<file path="config.mk">
export PLATFORM = sky130hd
export DESIGN_NAME = pipelined_adder
export DESIGN_NICKNAME = d
export VERILOG_FILES = /design/src/rtl/adder_pkg.sv /design/src/rtl/add_slice.sv /design/src/rtl/pipelined_adder.sv
export SDC_FILE = /design/constraint.sdc
export NUM_CORES = 1
export LEC_CHECK = 0
export ABC_AREA = 1
export BUFFER_PORTS_ARGS = -buffer_cell sky130_fd_sc_hd__buf_4
export CELL_PAD_IN_SITES_DETAIL_PLACEMENT = 1
export CELL_PAD_IN_SITES_GLOBAL_PLACEMENT = 1
export CORE_UTILIZATION = 45
export CTS_BUF_LIST = sky130_fd_sc_hd__clkbuf_4 sky130_fd_sc_hd__clkbuf_8
export CTS_CLUSTER_SIZE = 20
export DETAILED_ROUTE_END_ITERATION = 8
export PLACE_DENSITY = 0.95
export SLEW_MARGIN = 10
export SYNTH_ARGS = -nofsm -noshare
export SYNTH_HDL_FRONTEND = slang
export SYNTH_SLANG_ARGS = --single-unit
</file>
<file path="constraint.sdc">
create_clock -name clk -period 5.99 [get_ports clk]
set_clock_uncertainty 0.15 [all_clocks]
set_input_delay 0.599 -clock clk [delete_from_list [all_inputs] [get_ports clk]]
set_output_delay 0.599 -clock clk [all_outputs]
set_load 0.01 [all_outputs]
</file>
<file path="src/rtl/adder_pkg.sv">
// Shared types and elaboration helpers for the pipelined adder.
package adder_pkg;

   // Per-stage control record; operand and sum slices are kept in arrays sized by the top.
   typedef struct packed {
      logic valid;
      logic carry;
      logic ovf;
   } stage_ctl_t;

   function automatic int slice_width(input int width, input int stages);
      return width / stages;
   endfunction

   function automatic bit params_ok(input int width, input int stages);
      return (stages >= 1) && (stages <= width) && ((width % stages) == 0);
   endfunction

endpackage

</file>
<file path="src/rtl/add_slice.sv">
// Combinational W-bit ripple adder; each cell is a full adder built from two half adders.
module add_slice #(
   parameter int W = 4
) (
   input  logic [W-1:0] a,
   input  logic [W-1:0] b,
   input  logic         cin,
   output logic [W-1:0] sum,
   output logic         cout,
   output logic         c_msb
);

   logic [W:0] carry;

   assign carry[0] = cin;

   for (genvar gi = 0; gi < W; gi++) begin : g_cell
      logic h1_sum;
      logic h1_carry;
      logic h2_carry;

      assign h1_sum       = a[gi] ^ b[gi];
      assign h1_carry     = a[gi] & b[gi];
      assign sum[gi]      = h1_sum ^ carry[gi];
      assign h2_carry     = h1_sum & carry[gi];
      assign carry[gi+1]  = h1_carry | h2_carry;
   end

   assign cout  = carry[W];
   assign c_msb = carry[W-1];

endmodule

</file>
<file path="src/rtl/pipelined_adder.sv">
// WIDTH-bit adder split into STAGES registered ripple slices with valid/ready on both sides.
// Optional macro PIPELINED_ADDER_SUB_EN adds in_sub, turning the block into A - B when set.
module pipelined_adder
   import adder_pkg::*;
#(
   parameter int WIDTH  = 8,
   parameter int STAGES = 2
) (
   input  logic             clk,
   input  logic             rst,
   input  logic             in_valid,
   output logic             in_ready,
   input  logic [WIDTH-1:0] in_a,
   input  logic [WIDTH-1:0] in_b,
   input  logic             in_cin,
`ifdef PIPELINED_ADDER_SUB_EN
   input  logic             in_sub,
`endif
   output logic             out_valid,
   input  logic             out_ready,
   output logic [WIDTH-1:0] out_sum,
   output logic             out_cout,
   output logic             out_ovf
);

   localparam int SLICE_W = slice_width(WIDTH, STAGES);

   if (!params_ok(WIDTH, STAGES)) begin : g_bad_params
      $fatal(1, "pipelined_adder: WIDTH must be a multiple of STAGES and 1 <= STAGES <= WIDTH");
   end

   logic             adv;
   logic [WIDTH-1:0] b_eff;
   logic             cin_eff;

`ifdef PIPELINED_ADDER_SUB_EN
   assign b_eff   = in_sub ? ~in_b : in_b;
   assign cin_eff = in_sub ? 1'b1 : in_cin;
`else
   assign b_eff   = in_b;
   assign cin_eff = in_cin;
`endif

   // Single stall signal: the whole pipe, bubbles included, moves or holds together.
   assign adv      = !out_valid || out_ready;
   assign in_ready = adv;

   logic [WIDTH-1:0]   a_src     [STAGES];
   logic [WIDTH-1:0]   b_src     [STAGES];
   logic [WIDTH-1:0]   sum_src   [STAGES];
   logic               cin_src   [STAGES];
   logic               valid_src [STAGES];
   logic [SLICE_W-1:0] slice_sum [STAGES];
   logic               slice_cout[STAGES];
   logic               slice_cmsb[STAGES];
   logic [WIDTH-1:0]   sum_next  [STAGES];
   stage_ctl_t         ctl_next  [STAGES];

   logic [WIDTH-1:0]   a_reg     [STAGES];
   logic [WIDTH-1:0]   b_reg     [STAGES];
   logic [WIDTH-1:0]   sum_reg   [STAGES];
   stage_ctl_t         ctl_reg   [STAGES];

   for (genvar gi = 0; gi < STAGES; gi++) begin : g_stage
      if (gi == 0) begin : g_head
         assign a_src[gi]     = in_a;
         assign b_src[gi]     = b_eff;
         assign sum_src[gi]   = '0;
         assign cin_src[gi]   = cin_eff;
         assign valid_src[gi] = in_valid;
      end else begin : g_body
         assign a_src[gi]     = a_reg[gi-1];
         assign b_src[gi]     = b_reg[gi-1];
         assign sum_src[gi]   = sum_reg[gi-1];
         assign cin_src[gi]   = ctl_reg[gi-1].carry;
         assign valid_src[gi] = ctl_reg[gi-1].valid;
      end

      add_slice #(.W(SLICE_W)) u_slice (
         .a     (a_src[gi][gi*SLICE_W +: SLICE_W]),
         .b     (b_src[gi][gi*SLICE_W +: SLICE_W]),
         .cin   (cin_src[gi]),
         .sum   (slice_sum[gi]),
         .cout  (slice_cout[gi]),
         .c_msb (slice_cmsb[gi])
      );

      // Slices above this one are still zero, so the new slice can simply be OR-ed in.
      assign sum_next[gi] = sum_src[gi] | (WIDTH'(slice_sum[gi]) << (gi*SLICE_W));
      assign ctl_next[gi] = '{valid: valid_src[gi],
                              carry: slice_cout[gi],
                              ovf:   slice_cout[gi] ^ slice_cmsb[gi]};
   end

   always_ff @(posedge clk) begin
      if (rst) begin
         for (int k = 0; k < STAGES; k++) begin
            ctl_reg[k] <= '0;
            sum_reg[k] <= '0;
            a_reg[k]   <= '0;
            b_reg[k]   <= '0;
         end
      end else if (adv) begin
         for (int k = 0; k < STAGES; k++) begin
            ctl_reg[k] <= ctl_next[k];
            sum_reg[k] <= sum_next[k];
            a_reg[k]   <= a_src[k];
            b_reg[k]   <= b_src[k];
         end
      end
   end

   assign out_valid = ctl_reg[STAGES-1].valid;
   assign out_sum   = sum_reg[STAGES-1];
   assign out_cout  = ctl_reg[STAGES-1].carry;
   assign out_ovf   = ctl_reg[STAGES-1].ovf;

endmodule

</file>
==> Word-level counts from Yosys, hierarchy flattened <==
Memory sizes are Yosys's and may differ from the RTL's.
Cells that the tools add are included.
{ "word_totals": {"output_inout_bits": 12, "inputBits": 21, "regBits": 0, "word_cells": 70, "mem_count": 4, "ramBits": 54} }
{ "memory_table": {"columns": ["memory", "depth", "width", "read_ports", "rd_ports_with_merged_regs", "write_ports", "line", "source"], "rows": [
  ["a_reg", 2, 8, 1, 0, 2, "pipelined_adder.sv:59", "logic [WIDTH-1:0] a_reg [STAGES];"],
  ["b_reg", 2, 8, 1, 0, 2, "pipelined_adder.sv:60", "logic [WIDTH-1:0] b_reg [STAGES];"],
  ["sum_reg", 2, 8, 2, 0, 2, "pipelined_adder.sv:61", "logic [WIDTH-1:0] sum_reg [STAGES];"],
  ["ctl_reg", 2, 3, 2, 0, 2, "pipelined_adder.sv:62", "stage_ctl_t ctl_reg [STAGES];"]
]} }
{ "op_classes": {"n_bitwise": 51, "n_mux": 13, "n_reduce_logical": 2} }
{ "op_table": {"columns": ["operator", "count"], "rows": [
  ["$mux W8", 6],
  ["$xor A1 B1 Y1", 18],
  ["$and A1 B1 Y1", 16],
  ["$or A1 B1 Y1", 16],
  ["$or A8 B8 Y8", 1],
  ["$mux W3", 2],
  ["$mux W1", 5],
  ["$logic_not A1 Y1", 1],
  ["$logic_or A1 B1 Y1", 1]
]} }

==> Depth between registers and ports, before layout <==
An unclocked memory read counts as a cell.
{ "depth": {"word_depth": 12, "mapped_depth": 11, "ltp_nobuf": 11} }

==> By module <==
A second synthesis with hierarchy kept.
{ "unflattened": {"cells_unflattened": 113, "area_unflattened_um2": 1237.4} }
{ "modules_own_cells": {"columns": ["module", "cells_each", "instances", "area_per_inst_um2"], "rows": [
  ["pipelined_adder", 85, 1, 1002.2],
  ["add_slice", 14, 2, 117.6]
]} }

==> Worst setup path after synthesis <==
OpenSTA, ideal clock, no wires.
{ "synth_path": {"path_type": "input to register", "start": "input port in_a[0]", "end": "memory sum_reg[0][3], data pin", "path_stages": 8, "setup_time_ns": 0.138, "n_path_buf": 0, "arrival_ns": 2.134, "slack_ns": 3.568, "t_required_ns": 5.702, "cell_sequence": "inv_1 -> fa_1 -> inv_1 -> fa_1 -> fa_1 -> inv_1 -> fa_1 -> nor2_1"} }
{ "synth_lines": {"columns": ["element", "line", "source"], "rows": [
  ["start, declared", "pipelined_adder.sv:13", "input logic [WIDTH-1:0] in_a,"],
  ["end, declared", "pipelined_adder.sv:61", null]
]} }

==> impl_results.md <==
* Outcome: finished, final reports clean
* Clock Tree Buf Depth at 2
* Vias at 770
* RSZ-0062 raised after global routing: false
* Worst Path Required at 6.01 ns
* Post-synthesis cell type count at 9
* Number of detailed-route iterations in the first pass at 3
* Synthesized Nets at 130
* DRT iter0 DRCs at 4
* Post-Place Cells at 161
* First-pass GRT wire length at 3740 um
* LEAKAGE at 0.751 nW
* Top-level port count at 33
* Drt total wl at 2380 um
* Commonest non-fill, non-tap cell in the layout: inv_1
* Final Hold Fails at 0
* Worst hold path type: input port to flip-flop
* Initial antenna violation count at 0
* Worst Tran Pin Value at 1.20 ns
* Starting Density at 47.7%
* ANT cells at 0
* GPL Wtd Cong at 0.674
* Post-synthesis sequential area ratio at 63.0%
* Post-place instance area at 1450 um^2
* Synthesis-to-finish area growth at 23.9%
* Post-route minimum period at 2.52 ns
* DP HPWL at 1810 um
* Skew-Pair Late Insertion Delay at 0.32 ns
* VDD IR max at 161 uV
* Synth Warn # at 0
* Max Fclk at 397 MHz
* Avg WL per Cell at 14.4 um
* TritonCTS clock tree: yes
* Total power per unit cell area at 248 nW/um^2
* Most frequent cells in the layout: inv_1, buf_4, nor2_1, edfxtp_1, fa_1
* CTS HTree Levels at 1
* Row count at 18
* Vias in the first global route at 844
* Syn avg cell area at 11.8 um^2
* Final setup viols at 0
* Syn Inst Count at 101
* Die width at 53.5 um
* CTS sink count at 25
* Cts hold-fix bufs at 0
* Final worst-path cycle share at 42.1%
* Crit. End Element: flip-flop
* #FFs+latches synth at 25
* CP startpoint kind: flip-flop
* Layout Cells excl Fill at 165
* Cts bufs inserted at 3
* Final #Nets at 165
* IO buf count at 32
* Design Area, Final at 1480 um^2
* Detail Route Antenna Nets at 0
* Worst path arrival time at 2.55 ns
* Total global routing overflow at 0
* Final Max Slew Viols at 0
* Die area at 2860 um^2
* Max FFs per register at 12
* Root buffer cell: clkbuf_4
* Die height at 53.5 um
* Max-slew headroom at 19.7%
* CP max FO at 2
* Worst hold margin at 0.427 ns
* Post-CTS Setup Inserts at 0
* Post-CTS Resized at 0
* GRT Total Usage at 19.0%
* CP Class: flip-flop to flip-flop
* Placeable Area at 2500 um^2
* Reg clk slew, reported paths at 0.15 ns
* Pin count of the biggest net entering global routing at 26
* Max-Cap Viols at 0
* Synthesized area at 1190 um^2
* Residual DRC at 0
* Via-to-Cell Ratio at 4.67
* Share of post-route cells with drive strength above 1 at 28.1%
* Setup TNS at 0 ns
-- synth_stat cells --
library cell / number / area [um^2]
inv_1: 35 / 131
edfxtp_1: 25 / 751
nor2_1: 25 / 93.8
fa_1: 8 / 160
nand2_1: 3 / 11.3
buf_6: 2 / 22.5
nand2_2: 1 / 6.26
nand2_4: 1 / 11.3
nand3_1: 1 / 5.00
-- layout make-up --
class                   count  area [um^2]
repair buffers             32          240
well taps                  30         37.5
multi-input cells          39          288
clock buffers               4         30.0
fillers                   281         1020
inverters                  35          131
flip-flops and latches     25          751
-- metal layers --
layer	vias to the layer above	wire length (um)	track usage, %
met5	-	0	0
met1	385	870	20.1
met3	4	89	3.74
met4	0	29	5.26
met2	21	1390	37.1
li1	360	-	-
-- power breakdown --
group | switching (W) | internal, W | total (W) | leakage [nW]
combinational | 0.0000345 | 0.0000315 | 0.0000660 | 0.441
clock | 0.0000516 | 0.0000305 | 0.0000821 | 0.0184
sequential | 0.00000593 | 0.000212 | 0.000218 | 0.291
-- logic make-up after synthesis --
logic type	after synthesis	synth area share [%]
fa+ha+maj	8	13.4
flops	25	63.0
simple gates	31	10.7
buf+inv	37	12.9
-- path summary, 6_finish.rpt --
kind | slack [ns] | from | cells past startpoint | to
worst min-delay path | 0.43 | in_valid | 3 | ctl_reg[0][2]
worst max register to register | 3.47 | a_reg[0][4] | 8 | sum_reg[0][15]
worst min register to register | 0.43 | sum_reg[0][0] | 2 | sum_reg[0][8]
worst max-delay path | 3.47 | a_reg[0][4] | 8 | sum_reg[0][15]
-- worst max-delay path: stages, from the launching register on --
cell and delay [ns]:
edfxtp_1 0.41, inv_1 0.08, fa_1 0.19, inv_1 0.06
fa_1 0.39, fa_1 0.41, inv_1 0.13, fa_1 0.43
nor2_1 0.12
-- through the flow --
stage | setup WS, ns | utilization, % | total power (W)
final | 3.47 | 59.1 | 0.000367
after detailed placement | 3.34 | 57.9 | 0.000289
after global placement | 3.43 | 57.9 | 0.000280
after floorplan | 3.57 | - | 0.000255
after CTS | 3.47 | 59.1 | 0.000369
after global routing | 3.37 | 59.1 | 0.000385
(Power assumes the default switching activity.)
